--- src/rtl/block_ram_arbiter.sv ---
// Two-port TileLink-UL arbiter sharing one block_ram A/D channel pair.
// Define BLOCK_RAM_ARB_RR_EN for round-robin; otherwise fixed priority with a port 1 starvation guard.
package block_ram_arbiter_pkg;

  typedef struct packed {
    logic        a_valid;
    logic [2:0]  a_opcode;
    logic [2:0]  a_param;
    logic [1:0]  a_size;
    logic [7:0]  a_source;
    logic [31:0] a_address;
    logic [3:0]  a_mask;
    logic [31:0] a_data;
  } tilelink_a;

  typedef struct packed {
    logic        d_valid;
    logic [2:0]  d_opcode;
    logic [1:0]  d_param;
    logic [1:0]  d_size;
    logic [7:0]  d_source;
    logic        d_sink;
    logic [31:0] d_data;
    logic        d_error;
  } tilelink_d;

endpackage

module block_ram_arbiter
  import block_ram_arbiter_pkg::*;
#(
  parameter int unsigned starve_limit = 8
) (
  input  logic      clock,
  input  logic      reset_n,
  input  tilelink_a req0_tla,
  input  tilelink_a req1_tla,
  output logic      req0_gnt,
  output logic      req1_gnt,
  output tilelink_d req0_tld,
  output tilelink_d req1_tld,
  output tilelink_a ram_tla,
  input  tilelink_d ram_tld
);

  typedef enum logic {
    PORT0 = 1'b0,
    PORT1 = 1'b1
  } port_e;

  logic  valid0;
  logic  valid1;
  logic  gnt0;
  logic  gnt1;
  logic  grant;
  logic  issued_q;
  port_e win;
  port_e last_q;
  port_e owner_q;

  assign valid0 = req0_tla.a_valid;
  assign valid1 = req1_tla.a_valid;

`ifdef BLOCK_RAM_ARB_RR_EN
  always_comb begin
    win = PORT0;
    if (valid0 && valid1) begin
      win = (last_q == PORT0) ? PORT1 : PORT0;
    end else if (valid1) begin
      win = PORT1;
    end
  end
`else
  localparam logic [7:0] STARVE_LIMIT = 8'(starve_limit);

  logic [7:0] starve_q;

  always_comb begin
    win = PORT0;
    if (valid1 && (!valid0 || (starve_q >= STARVE_LIMIT))) begin
      win = PORT1;
    end
  end

  // Counts consecutive denied cycles of port 1, saturating at 255.
  always_ff @(posedge clock) begin
    if (!reset_n) begin
      starve_q <= '0;
    end else if (!valid1 || gnt1) begin
      starve_q <= '0;
    end else if (starve_q != '1) begin
      starve_q <= starve_q + 8'd1;
    end
  end
`endif

  assign gnt0     = reset_n && valid0 && (win == PORT0);
  assign gnt1     = reset_n && valid1 && (win == PORT1);
  assign grant    = gnt0 | gnt1;
  assign req0_gnt = gnt0;
  assign req1_gnt = gnt1;

  always_comb begin
    ram_tla         = gnt1 ? req1_tla : req0_tla;
    ram_tla.a_valid = grant;
  end

  always_ff @(posedge clock) begin
    if (!reset_n) begin
      issued_q <= 1'b0;
      last_q   <= PORT1;
    end else begin
      issued_q <= grant;
      if (grant) begin
        last_q <= win;
      end
    end
  end

  // owner and last-granted port capture the same value on every grant; owner is only
  // consulted while issued_q is set (i.e. after a grant), so one register serves both.
  assign owner_q = last_q;

  // Response routing is also blanked while reset is held, dropping an in-flight reply.
  always_comb begin
    req0_tld         = ram_tld;
    req1_tld         = ram_tld;
    req0_tld.d_valid = ram_tld.d_valid && reset_n && issued_q && (owner_q == PORT0);
    req1_tld.d_valid = ram_tld.d_valid && reset_n && issued_q && (owner_q == PORT1);
  end

endmodule
--- config.mk ---
export PLATFORM = sky130hd
export DESIGN_NAME = block_ram_arbiter
export DESIGN_NICKNAME = d
export VERILOG_FILES = /design/src/rtl/block_ram_arbiter.sv
export SDC_FILE = /design/constraint.sdc
export NUM_CORES = 1
export LEC_CHECK = 0
export BUFFER_PORTS_ARGS = -buffer_cell sky130_fd_sc_hd__buf_2
export CORE_AREA = 2 2 160 162
export DETAILED_ROUTE_END_ITERATION = 6
export DIE_AREA = 0 0 162 164
export GPL_TIMING_DRIVEN = 0
export MAX_ROUTING_LAYER = met4
export SYNTH_ARGS = -nofsm -noshare
export SYNTH_HDL_FRONTEND = slang
export SYNTH_SLANG_ARGS = --single-unit
--- constraint.sdc ---
create_clock -name clock -period 5.4 [get_ports clock]
set_input_delay 1.62 -clock clock [delete_from_list [all_inputs] [get_ports clock]]
set_output_delay 1.62 -clock clock [all_outputs]
set_load 0.05 [all_outputs]
# Word-level counts from Yosys, hierarchy flattened
# Cells that the tools add are included.
[totals] output_inout_bits=187 word_cells=26 register_bits=10 input_bits=222
[op_classes] order_cmp=1 addsub=1 reduce_logical=14 n_bitwise=4 muxes=2 n_eq_ne=1
[op_table] op="$mux 84" n=1
[op_table] op="$logic_and 1x1->1" n=9
[op_table] op="$add 8x1->8 const B" n=1
[op_table] op="$ge 8x4->1 const B" n=1
[op_table] op="$ne 8x8->1 const B" n=1
[op_table] op="$not 1->1" n=3
[op_table] op="$logic_not 1->1" n=2
[op_table] op="$logic_or 1x1->1" n=2
[op_table] op="$reduce_or 2->1" n=1
[op_table] op="$mux 1" n=1
[op_table] op="$or 1x1->1" n=1

# Longest topological paths before layout
# Gate-level depths: netlist of run 1.
[logic_depth] depth_word=7 depth_mapped=5 depth_no_buf=4

# Least setup slack after synthesis of run 1
# OpenSTA, ideal clock, no wires.
[synth_timing] path_kind="input to output" startpoint="input port req0_tla[84] (netlist name)" endpoint="output port ram_tla[34] (netlist name)" n_path_buf=2 path_slack_ns=1.060 required_time_ns=3.780 stages=5 t_arrival_ns=2.720 cell_sequence="nand2b_1 o21bai_4 buf_6 buf_6 mux2_1"
[synth_lines] item="start: declaration" line_no="36" text="input tilelink_a req0_tla,"
[synth_lines] item="end: declaration" line_no="42" text="output tilelink_a ram_tla,"

==> results of run 1 <==
[layer usage]
metal,up-vias,global-route usage [%]
met3,0,0.682
met1,1239,8.61
met5,-,-
li1,1417,-
met2,138,11.1
met4,0,0.563
[critical path, stage by stage]
cell and delay (ps):
buf_2 130, nand2b_1 120, o21bai_4 230, buf_6 240, buf_6 190, mux2_1 380, buf_2 230
[layout by cell type (no fill, tap or decap)]
cell / count
buf_2: 359
buf_4: 102
mux2_1: 49
mux2_2: 35
dfxtp_1: 10
buf_6: 6
inv_1: 5
nor2_1: 4
conb_1: 4
clkbuf_16: 3
o21a_1: 2
a21oi_1: 2
ha_1: 2
nand2b_1: 1
or4_4: 1
nand2_1: 1
o21bai_4: 1
o21ai_0: 1
and3_1: 1
nand3_1: 1
and4_1: 1
nand4_1: 1
or3_1: 1
o211ai_1: 1
a31oi_1: 1
and2_1: 1
a211oi_1: 1
[sequential cells by signal, summed over array words and instances, names as in the netlist]
signal / flops
issued_q: 1
last_q: 1
starve_q: 8
[through the flow]
step                      instance area (um2)  power [mW]  std cells  utilization (%)  hold slack, ps
after global routing                     4470       0.846        927             18.0             501
after global placement                   4390       0.688        924             17.7             468
after detailed placement                 4390       0.690        924             17.7             474
final                                    4470       0.811        927             18.0             488
after floorplan                          2180       0.535        235                -             450
after CTS                                4470       0.820        927             18.0             487
[cell type report]
| class | count | area [um2] | area share (%) |
|---|---|---|---|
| buffer | 108 | 833 | 18.7 |
| inverter | 5 | 18.8 | 0.420 |
| clock buffer | 3 | 75.1 | 1.68 |
| sequential | 10 | 200 | 4.48 |
| timing repair buffer | 359 | 1800 | 40.2 |
| tap | 330 | 413 | 9.24 |
| multi-input combinational | 112 | 1130 | 25.3 |
[where the power goes]
part	switching [mW]	internal [mW]	leakage, nW	total, mW
clock network	0.0299	0.0956	0.0370	0.125
registers	0.00127	0.0768	0.0826	0.0781
logic	0.415	0.193	2.38	0.608
[kinds of logic after synthesis]
logic type / Yosys count / share of synthesized area (%)
buffers and inverters: 113 / 39.2
muxes: 84 / 43.5
and+or+nand+nor: 13 / 3.46
DFF: 10 / 9.22
AOI/OAI and AO/OA: 9 / 3.23
adders and majority gates: 2 / 1.15
other: 1 / 0.173
[worst max-delay path by stage]
stage          cells past startpoint          from           to  slack, ps
3_3_place_gp                       7  req0_tla[84]  ram_tla[53]        560
6_report                           7  req0_tla[84]  ram_tla[35]        630
5_1_grt                            7  req0_tla[84]  ram_tla[53]        500
4_1_cts                            7  req0_tla[84]  ram_tla[51]        550
3_5_place_dp                       7  req0_tla[84]  ram_tla[51]        550
2_1_floorplan                      5  req0_tla[84]  ram_tla[34]       1060
==> summary.log, run 1 <==
INFO  outcome        status=complete, no violations
INFO  global_routing first_pass_grt_wire_length=13,300um
INFO  cells_and_area area_delta_synth_final=106%
INFO  sta            final_critical_path_setup_slack=626ps
INFO  yosys          synth_async_sr_flop_share=0%
INFO  clock_tree     cts_hold_repair.buffers=0
INFO  routing        post_drt_via_cell_ratio=3.01
INFO  yosys          yosys.cell_types.count=25
INFO  clock_tree     cts_tree=built
INFO  die            start_util=8.75%
INFO  yosys          synth_enable_flop_cells=0
INFO  yosys          synth_top_cells_by_count=buf_4, mux2_1, mux2_2, dfxtp_1, buf_6
INFO  clock_tree     clock_sinks=10
INFO  clock_tree     numCtsBuffers=3
INFO  worst_setup_path rr_endpoint=starve_q[2]
INFO  routing        firstDrtPassIters=4
INFO  yosys          synth-seq-area-share=9.22%
INFO  yosys          yosys_warnings=0
INFO  cells_and_area nFillCells=2,795
INFO  die            area_of_the_core_region=24,800um2
INFO  sta            report.final.hold_viol_count=0
INFO  yosys          number_of_synthesized_register_bits=10
INFO  worst_setup_path crit-reg2reg-launch=starve_q[3]
INFO  routing        drt_iter0_markers=37
INFO  placed_design  buffers_on_ports=359
INFO  placed_design  place.detailed.hpwl=9400um
INFO  cells_and_area finish.net_count=823
INFO  routing        routed-wl-met2=5300um
INFO  worst_setup_path worstPathMaxFanout=10
INFO  die            die_height=164um
INFO  worst_setup_path required=3780ps
INFO  worst_hold_path holdPathStages=1
INFO  sta            total_negative_slack_for_setup_checks=0ps
INFO  die            dieArea=26,600um2
INFO  yosys          synthMostInstantiatedCell=buf_4
INFO  pwr            p_per_area=182nW/um2
INFO  routing        detail_route.wl_per_cell=11.0um
INFO  yosys          synthCells=232
INFO  die            rows=58
INFO  sta            slew_viol_final=0
INFO  cells_and_area antenna_cells_inserted=0
INFO  worst_setup_path timing_worst_setup_path_type=input pin to output port
INFO  die            floorplan.io_pins=409
INFO  clock_tree     clockRootBuffer=clkbuf_16
INFO  sta            layout_min_cycle_time=4770ps
INFO  sta            period_share=88.4%
INFO  sta            timing.fmax=0.209GHz
INFO  clock_tree     postCtsSetupRepairBufs=0
INFO  yosys          dominantRegCellSynth=dfxtp_1
INFO  worst_hold_path hold_path.class=register to register
INFO  placed_design  gp_congestion=0.827
INFO  yosys          synthesis.area=2170um2
INFO  yosys          synth_top_area_cell=buf_4
INFO  global_routing antenna_found_initial=0
INFO  routing        maxUsedRoutingLayer=met3
INFO  clock_tree     post_cts_resize_count=0
INFO  clock_tree     clock_tree.htree_level_count=1
INFO  worst_setup_path type_of_destination_of_the_critical_path=output port
INFO  routing        drcViolationCount=0
INFO  routing        detail_route.wirelength=10,200um
INFO  global_routing global_route.usage.total=6.50%
INFO  sta            skew=4.68ps
INFO  worst_setup_path r2r.worst_path.cells=3
INFO  die            die_w=162um
INFO  routing        ant_nets=0
INFO  clock_tree     worst_skew_pair_later_pin_latency=230ps
INFO  routing        route.met3.wl=679um
INFO  routing        drt-met1-wl=4260um
INFO  yosys          synthDominantCellAreaShare=35.3%
INFO  worst_hold_path hold_path.startpoint=starve_q[0]
INFO  yosys          top_cells_by_area_in_the_synthesized_netlist=buf_4, mux2_1, mux2_2
INFO  yosys          postSynthAreaPerCell=9.36um2
INFO  pwr            ir_drop=0.201mV
INFO  sta            report.final.setup_viol=0
INFO  placed_design  place_ws=553ps
INFO  routing        num_vias=2,794
INFO  global_routing grt_max_degree=11
INFO  worst_setup_path worst_ep_arrival_time=3150ps
INFO  worst_setup_path worst-r2r-setup-slack=3820ps
INFO  clock_tree     clock_transition_time_at_the_flip_flop_clock_pins_of_the_worst_setup_and_hold_paths=40ps
INFO  clock_tree     clockBufferDepth=2
INFO  global_routing global_route.overflow_total=0
INFO  worst_setup_path worst_setup_path_start_kind=input pin
INFO  worst_hold_path timing.hold.worst_endpoint=starve_q[0]
INFO  pwr            static-leakage-power=2.50nW
INFO  global_routing vias_in_the_first_global_route=2,474
INFO  run            max_cap_viol_count=0
INFO  sta            rsz0062_at_grt=false
INFO  cells_and_area drive_gt1_share=84.9%
Power figures use the tool's default switching activity.
==> inputs of run 2 (changes only) <==
--- a/config.mk
+++ b/config.mk
@@ -5,6 +5,7 @@
 export SDC_FILE = /design/constraint.sdc
 export NUM_CORES = 1
 export LEC_CHECK = 0
+export ABC_AREA = 1
 export BUFFER_PORTS_ARGS = -buffer_cell sky130_fd_sc_hd__buf_2
 export CORE_AREA = 2 2 160 162
 export DETAILED_ROUTE_END_ITERATION = 6
==> summary.log, run 2 <==
INFO  yosys          synthMostInstantiatedCell=nand2_1
INFO  die            start_util=9.63% [+0.88 points]
INFO  cells_and_area largestRegisters=starve_q x8, issued_q x1, last_q x1
INFO  worst_hold_path hold_path.startpoint=starve_q[0]
INFO  cells_and_area largest-register=starve_q
INFO  die            rows=58 [unchanged]
INFO  sta            total_negative_slack_for_setup_checks=0ps [unchanged]
INFO  cells_and_area nFillCells=2,849 [+1.9%]
INFO  routing        drcViolationCount=0 [unchanged]
INFO  yosys          top_cells_by_area_in_the_synthesized_netlist=buf_4, nand2_1, nand3_1
INFO  cells_and_area multiInputGateArea=1260um2 [+11%]
INFO  routing        detail_route.wirelength=12,900um [+26%]
INFO  global_routing first_pass_grt_wire_length=17,300um [+31%]
INFO  die            die_height=164um [unchanged]
INFO  yosys          dominantRegCellSynth=dfxtp_1
INFO  yosys          synth_enable_flop_cells=0 [unchanged]
INFO  routing        firstDrtPassIters=4 [unchanged]
INFO  global_routing global_route.usage.total=8.54% [+2.0 points]
INFO  pwr            static-leakage-power=2.97nW [+19%]
INFO  die            dieArea=26,600um2 [unchanged]
INFO  cells_and_area antenna_cells_inserted=0 [unchanged]
INFO  yosys          synthCells=437 [+88%]
INFO  outcome        status=complete, no violations
INFO  clock_tree     cts_tree=built
INFO  global_routing vias_in_the_first_global_route=3,492 [+41%]
INFO  clock_tree     postCtsSetupRepairBufs=0 [unchanged]
INFO  yosys          synthesis.area=2390um2 [+10%]
INFO  routing        drt_iter0_markers=99 [+170%]
INFO  sta            timing.fmax=0.210GHz [+0.43%]
INFO  placed_design  place.detailed.hpwl=11,300um [+20%]
INFO  pwr            p_per_area=181nW/um2 [-0.48%]
INFO  global_routing antenna_found_initial=0 [unchanged]
INFO  clock_tree     numCtsBuffers=3 [unchanged]
INFO  global_routing grt_max_degree=11 [unchanged]
INFO  sta            skew=2.34ps [-2.34 ps]
INFO  cells_and_area flip_flop_count_of_the_largest_register_all_copies_and_words_added=8 [unchanged]
INFO  routing        detail_route.wl_per_cell=11.4um [+2.9%]
INFO  cells_and_area finish.net_count=1,028 [+25%]
INFO  yosys          synthDominantCellAreaShare=31.4% [-3.8 points]
INFO  placed_design  gp_congestion=0.764 [-7.6%]
INFO  sta            report.final.hold_viol_count=0 [unchanged]
INFO  cells_and_area drive_gt1_share=60.8% [-24 points]
INFO  yosys          postSynthAreaPerCell=5.47um2 [-42%]
INFO  sta            slew_headroom=64.0%
INFO  sta            report.final.setup_viol=0 [unchanged]
INFO  yosys          synth_top_cells_by_count=nand2_1, buf_4, nand3_1, buf_2
INFO  clock_tree     clock_sinks=10 [unchanged]
INFO  sta            period_share=88.0% [-0.38 points]
INFO  pwr            ir_drop=0.104mV [-48%]
INFO  worst_setup_path worst_setup_path_start_kind=input pin
INFO  yosys          yosys.cell_types.count=17 [-32%]
INFO  sta            timing_worst_slew_pin_value=540ps
INFO  worst_setup_path worst_ep_arrival_time=3130ps [-20 ps]
INFO  yosys          yosys_warnings=0 [unchanged]
INFO  placed_design  place.detailed.instances=1,129 [+22%]
INFO  cells_and_area reg_area=200um2 [unchanged]
INFO  worst_setup_path setup.worst_path.start=req0_tla[84]
INFO  clock_tree     cts_hold_repair.buffers=0 [unchanged]
INFO  sta            slew_viol_final=0 [unchanged]
INFO  yosys          synth-seq-area-share=8.38% [-0.84 points]
INFO  placed_design  buffers_on_ports=359 [unchanged]
INFO  worst_setup_path timing_worst_setup_path_type=input pin to output port
INFO  die            area_of_the_core_region=24,800um2 [unchanged]
INFO  sta            layout_min_cycle_time=4750ps [-20.3 ps]
INFO  cells_and_area layout_common_cells=buf_2, nand2_1, buf_4
INFO  global_routing global_route.overflow_total=0 [unchanged]
INFO  worst_setup_path worstPathMaxFanout=10 [unchanged]
INFO  run            max_cap_viol_count=0 [unchanged]
INFO  sta            rsz0062_at_grt=false
INFO  yosys          synth_top_area_cell=buf_4
INFO  yosys          synth_async_sr_flop_share=0% [unchanged]
INFO  yosys          number_of_synthesized_register_bits=10 [unchanged]
INFO  clock_tree     post_cts_resize_count=0 [unchanged]
INFO  cells_and_area area_delta_synth_final=96.1%
INFO  clock_tree     clock_tree.htree_level_count=1 [unchanged]
INFO  cells_and_area layoutNonFillerInstCount=1,132 [+22%]
INFO  worst_hold_path hold_path.class=register to register
INFO  routing        num_vias=3,905 [+40%]
INFO  cells_and_area commonest_non_fill_non_tap_cell_in_the_layout=buf_2
INFO  clock_tree     worst_skew_pair_later_pin_latency=240ps [about the same]
INFO  die            floorplan.io_pins=409 [unchanged]
INFO  die            die_w=162um [unchanged]
INFO  clock_tree     clockRootBuffer=clkbuf_16
INFO  worst_setup_path type_of_destination_of_the_critical_path=output port
INFO  routing        ant_nets=0 [unchanged]
INFO  worst_setup_path required=3780ps [about the same]
INFO  clock_tree     clock_transition_time_at_the_flip_flop_clock_pins_of_the_worst_setup_and_hold_paths=40ps [about the same]
INFO  worst_setup_path crit-reg2reg-launch=starve_q[3]
INFO  routing        post_drt_via_cell_ratio=3.45 [+14%]
INFO  clock_tree     clockBufferDepth=2 [unchanged]
-- run 2: path summary, 6_finish.rpt --
check | endpoint | slack [ps] | cells after the start
min | starve_q[0] | 470 | 1
min reg2reg | starve_q[0] | 470 | 1
max | ram_tla[61] | 650 | 9
max reg2reg | issued_q | 4100 | 5
-- run 2: cell type report --
class,instances,share of cell area (%)
Clock buffer,3,1.60
Multi-Input combinational cell,295,26.8
Sequential cell,10,4.27
Buffer,126,19.4
Inverter,9,0.721
Tap cell,330,8.81
Timing Repair Buffer,359,38.3
-- run 2: worst max-delay path: stages --
cell,delay [ps]
buf_2,110
inv_2,90
nor2_2,40
nand3_2,110
buf_2,350
buf_2,300
nand3_1,110
nand2_1,110
buf_2,270
-- run 2: logic make-up after synthesis --
kind of cell	synth area share [%]
AND/OR/NAND/NOR	49.7
buffers and inverters	39.5
flip-flops	8.38
AO/OA/AOI/OAI	1.26
adder cells (fa/ha/maj)	1.05
other	0.157
-- run 2: where the power goes --
part / internal, mW / total, mW / leakage (nW) / switching [mW]
Combinational: 0.185 / 0.640 / 2.85 / 0.455
Sequential: 0.0768 / 0.0784 / 0.0826 / 0.00154
Clock: 0.0958 / 0.128 / 0.0370 / 0.0326
-- run 2: per-stage QoR --
step	worst slack, ps	area, um2	total power [mW]	utilization, %	hold slack [ps]
after floorplan	969	2400	0.552	-	435
final	646	4690	0.847	18.9	469
after detailed placement	552	4610	0.724	18.6	462
after CTS	553	4690	0.855	18.9	467
after global placement	565	4610	0.721	18.6	455
after global routing	460	4690	0.886	18.9	506
-- run 2: metal layers --
layer | global-route usage (%) | wire length (um) | share of wire [%]
met2 | 17.1 | 6870 | 53
met3 | 0.657 | 933 | 7.3
met4 | 0.965 | 53 | 0.41
met5 | - | 0 | 0
met1 | 9.44 | 5010 | 39
==> inputs of run 3 (changes only) <==
--- a/config.mk
+++ b/config.mk
@@ -7,11 +7,15 @@
 export LEC_CHECK = 0
 export ABC_AREA = 1
 export BUFFER_PORTS_ARGS = -buffer_cell sky130_fd_sc_hd__buf_2
+export CELL_PAD_IN_SITES_DETAIL_PLACEMENT = 0
+export CELL_PAD_IN_SITES_GLOBAL_PLACEMENT = 2
 export CORE_AREA = 2 2 160 162
 export DETAILED_ROUTE_END_ITERATION = 6
 export DIE_AREA = 0 0 162 164
 export GPL_TIMING_DRIVEN = 0
 export MAX_ROUTING_LAYER = met4
+export PLACE_DENSITY_LB_ADDON = 0.1
+export SKIP_CTS_REPAIR_TIMING = 1
 export SYNTH_ARGS = -nofsm -noshare
 export SYNTH_HDL_FRONTEND = slang
 export SYNTH_SLANG_ARGS = --single-unit
==> summary.log, run 3 (synthesis results as in run 2) <==
INFO  worst_hold_path hold_path.startpoint=starve_q[0]
INFO  worst_hold_path hold_path.class=register to register
INFO  die            rows=58 [unchanged]
INFO  global_routing grt_max_degree=11 [unchanged]
INFO  worst_setup_path crit_chain=buf_2, inv_2, nor2_2, nand3_2, buf_2, buf_2, nand3_1, nand2_1, buf_2
INFO  routing        drt_iter0_markers=176 [+78%]
INFO  run            max_cap_viol_count=0 [unchanged]
INFO  worst_setup_path cp_slowest_stage_delay=320ps [-30 ps]
INFO  cells_and_area commonest_non_fill_non_tap_cell_in_the_layout=buf_2
INFO  sta            report.final.hold_viol_count=0 [unchanged]
INFO  worst_setup_path rr_endpoint=issued_q
INFO  die            die_w=162um [unchanged]
INFO  cells_and_area largestRegisters=starve_q x8, issued_q x1, last_q x1
INFO  cells_and_area flip_flop_count_of_the_largest_register_all_copies_and_words_added=8 [unchanged]
INFO  clock_tree     clock_tree.htree_level_count=1 [unchanged]
INFO  sta            slew_viol_final=0 [unchanged]
INFO  global_routing first_pass_grt_wire_length=20,400um [+18%]
INFO  cells_and_area layout_common_cells=buf_2, nand2_1, buf_4
INFO  routing        ant_nets=0 [unchanged]
INFO  cells_and_area nFillCells=2,958 [+3.8%]
INFO  cells_and_area area_delta_synth_final=97.0%
INFO  die            area_of_the_core_region=24,800um2 [unchanged]
INFO  global_routing antenna_found_initial=2 [+2]
INFO  placed_design  gp_congestion=0.776 [+1.6%]
INFO  routing        detail_route.wl_per_cell=12.8um [+13%]
INFO  routing        post_drt_via_cell_ratio=3.42 [-0.81%]
INFO  placed_design  place.detailed.hpwl=12,900um [+14%]
INFO  routing        firstDrtPassIters=4 [unchanged]
INFO  cells_and_area drive_gt1_share=60.9% [about the same]
INFO  die            floorplan.io_pins=409 [unchanged]
INFO  sta            timing.fmax=0.210GHz [about the same]
INFO  worst_setup_path worst_ep_arrival_time=3140ps [about the same]
INFO  global_routing vias_in_the_first_global_route=3,624 [+3.8%]
INFO  worst_setup_path critical_path.slowest_cell=buf_2
INFO  worst_setup_path r2r.worst_path.cells=5 [unchanged]
INFO  global_routing global_route.overflow_total=0 [unchanged]
INFO  pwr            static-leakage-power=2.98nW [+0.24%]
INFO  cells_and_area finish.net_count=1,028 [unchanged]
INFO  sta            skew=0.965ps [-1.38 ps]
INFO  sta            period_share=88.1% [about the same]
INFO  die            die_height=164um [unchanged]
INFO  pwr            ir_drop=0.0641mV [-38%]
INFO  worst_hold_path holdPathStages=1 [unchanged]
INFO  routing        detail_route.wirelength=14,600um [+13%]
INFO  worst_setup_path worst_setup_path_start_kind=input pin
INFO  clock_tree     worst_skew_pair_later_pin_latency=240ps [about the same]
INFO  sta            layout_min_cycle_time=4760ps [+2.81 ps]
INFO  cells_and_area multiInputGateArea=1260um2 [unchanged]
INFO  placed_design  place.detailed.instances=1,129 [unchanged]
INFO  clock_tree     clockRootBuffer=clkbuf_16
INFO  sta            total_negative_slack_for_setup_checks=0ps [unchanged]
INFO  global_routing global_route.usage.total=10.1% [+1.5 points]
INFO  pwr            p_per_area=184nW/um2 [+1.9%]
INFO  cells_and_area largest-register=starve_q
INFO  worst_setup_path worst-r2r-setup-slack=4080ps [-20 ps]
INFO  worst_setup_path type_of_destination_of_the_critical_path=output port
INFO  clock_tree     clock_transition_time_at_the_flip_flop_clock_pins_of_the_worst_setup_and_hold_paths=40ps [about the same]
INFO  outcome        status=complete, no violations
INFO  worst_setup_path worstPathMaxFanout=10 [unchanged]
INFO  die            start_util=9.63% [unchanged]
INFO  worst_hold_path timing.hold.worst_endpoint=starve_q[0]
INFO  placed_design  buffers_on_ports=359 [unchanged]
INFO  clock_tree     clockBufferDepth=2 [unchanged]
INFO  worst_setup_path required=3780ps [about the same]
INFO  worst_setup_path path_common_cell=buf_2
INFO  routing        drcViolationCount=0 [unchanged]
INFO  cells_and_area layoutNonFillerInstCount=1,136 [+0.35%]
INFO  clock_tree     clock_sinks=10 [unchanged]
INFO  cells_and_area reg_area=200um2 [unchanged]
INFO  clock_tree     cts_tree=built
INFO  sta            report.final.setup_viol=0 [unchanged]
INFO  clock_tree     numCtsBuffers=3 [unchanged]
INFO  worst_setup_path crit-reg2reg-launch=starve_q[3]
INFO  worst_setup_path timing_worst_setup_path_type=input pin to output port
INFO  sta            rsz0062_at_grt=false
INFO  pwr            fin_total_pwr=0.867mW [+2.3%]
INFO  die            dieArea=26,600um2 [unchanged]
INFO  routing        num_vias=3,887 [-0.46%]
INFO  sta            final.hold.worst_slack=479ps [+9.79 ps]
## run 3: stage by stage
step           instance area (um2)  worst slack [ps]  util (%)
4_1_cts                       4700               551      18.9
6_report                      4710               643      19.0
3_3_place_gp                  4610               571      18.6
5_1_grt                       4700               494      19.0
3_5_place_dp                  4610               555      18.6
2_1_floorplan                 2400               969         -
## run 3: worst max-delay path by stage
stage | cells after the start | endpoint | slack [ps] | from
finish | 9 | ram_tla[56] | 640 | req0_tla[84]
global route | 9 | ram_tla[56] | 490 | req0_tla[84]
CTS | 9 | ram_tla[56] | 550 | req0_tla[84]
detailed placement | 9 | ram_tla[56] | 560 | req0_tla[84]
global placement | 9 | ram_tla[56] | 570 | req0_tla[84]
floorplan | 7 | req0_gnt | 970 | req0_tla[84]
## run 3: power by group
part	internal (mW)	switching, mW	leakage (nW)
sequential	0.0768	0.00143	0.0826
combinational	0.185	0.457	2.85
clock	0.111	0.0347	0.0442
## run 3: worst max-delay path, delay by kind of cell
family,cells,cell delay (ps)
buffers and inverters,5,1100
AND/OR/NAND/NOR,4,410
## run 3: layer usage
layer / track usage (%) / routed length, um
met1: 11.0 / 5330
met4: 1.29 / 34
met5: - / 0
met2: 19.2 / 7840
met3: 2.12 / 1370
## run 3: final cells by class
type / count / share of cell area (%)
Buffer: 126 / 19.3
Inverter: 9 / 0.718
Tap cell: 330 / 8.77
Sequential cell: 10 / 4.25
Antenna cell: 3 / 0.159
Timing Repair Buffer: 359 / 38.2
Clock buffer: 4 / 1.89
Multi-Input combinational cell: 295 / 26.7
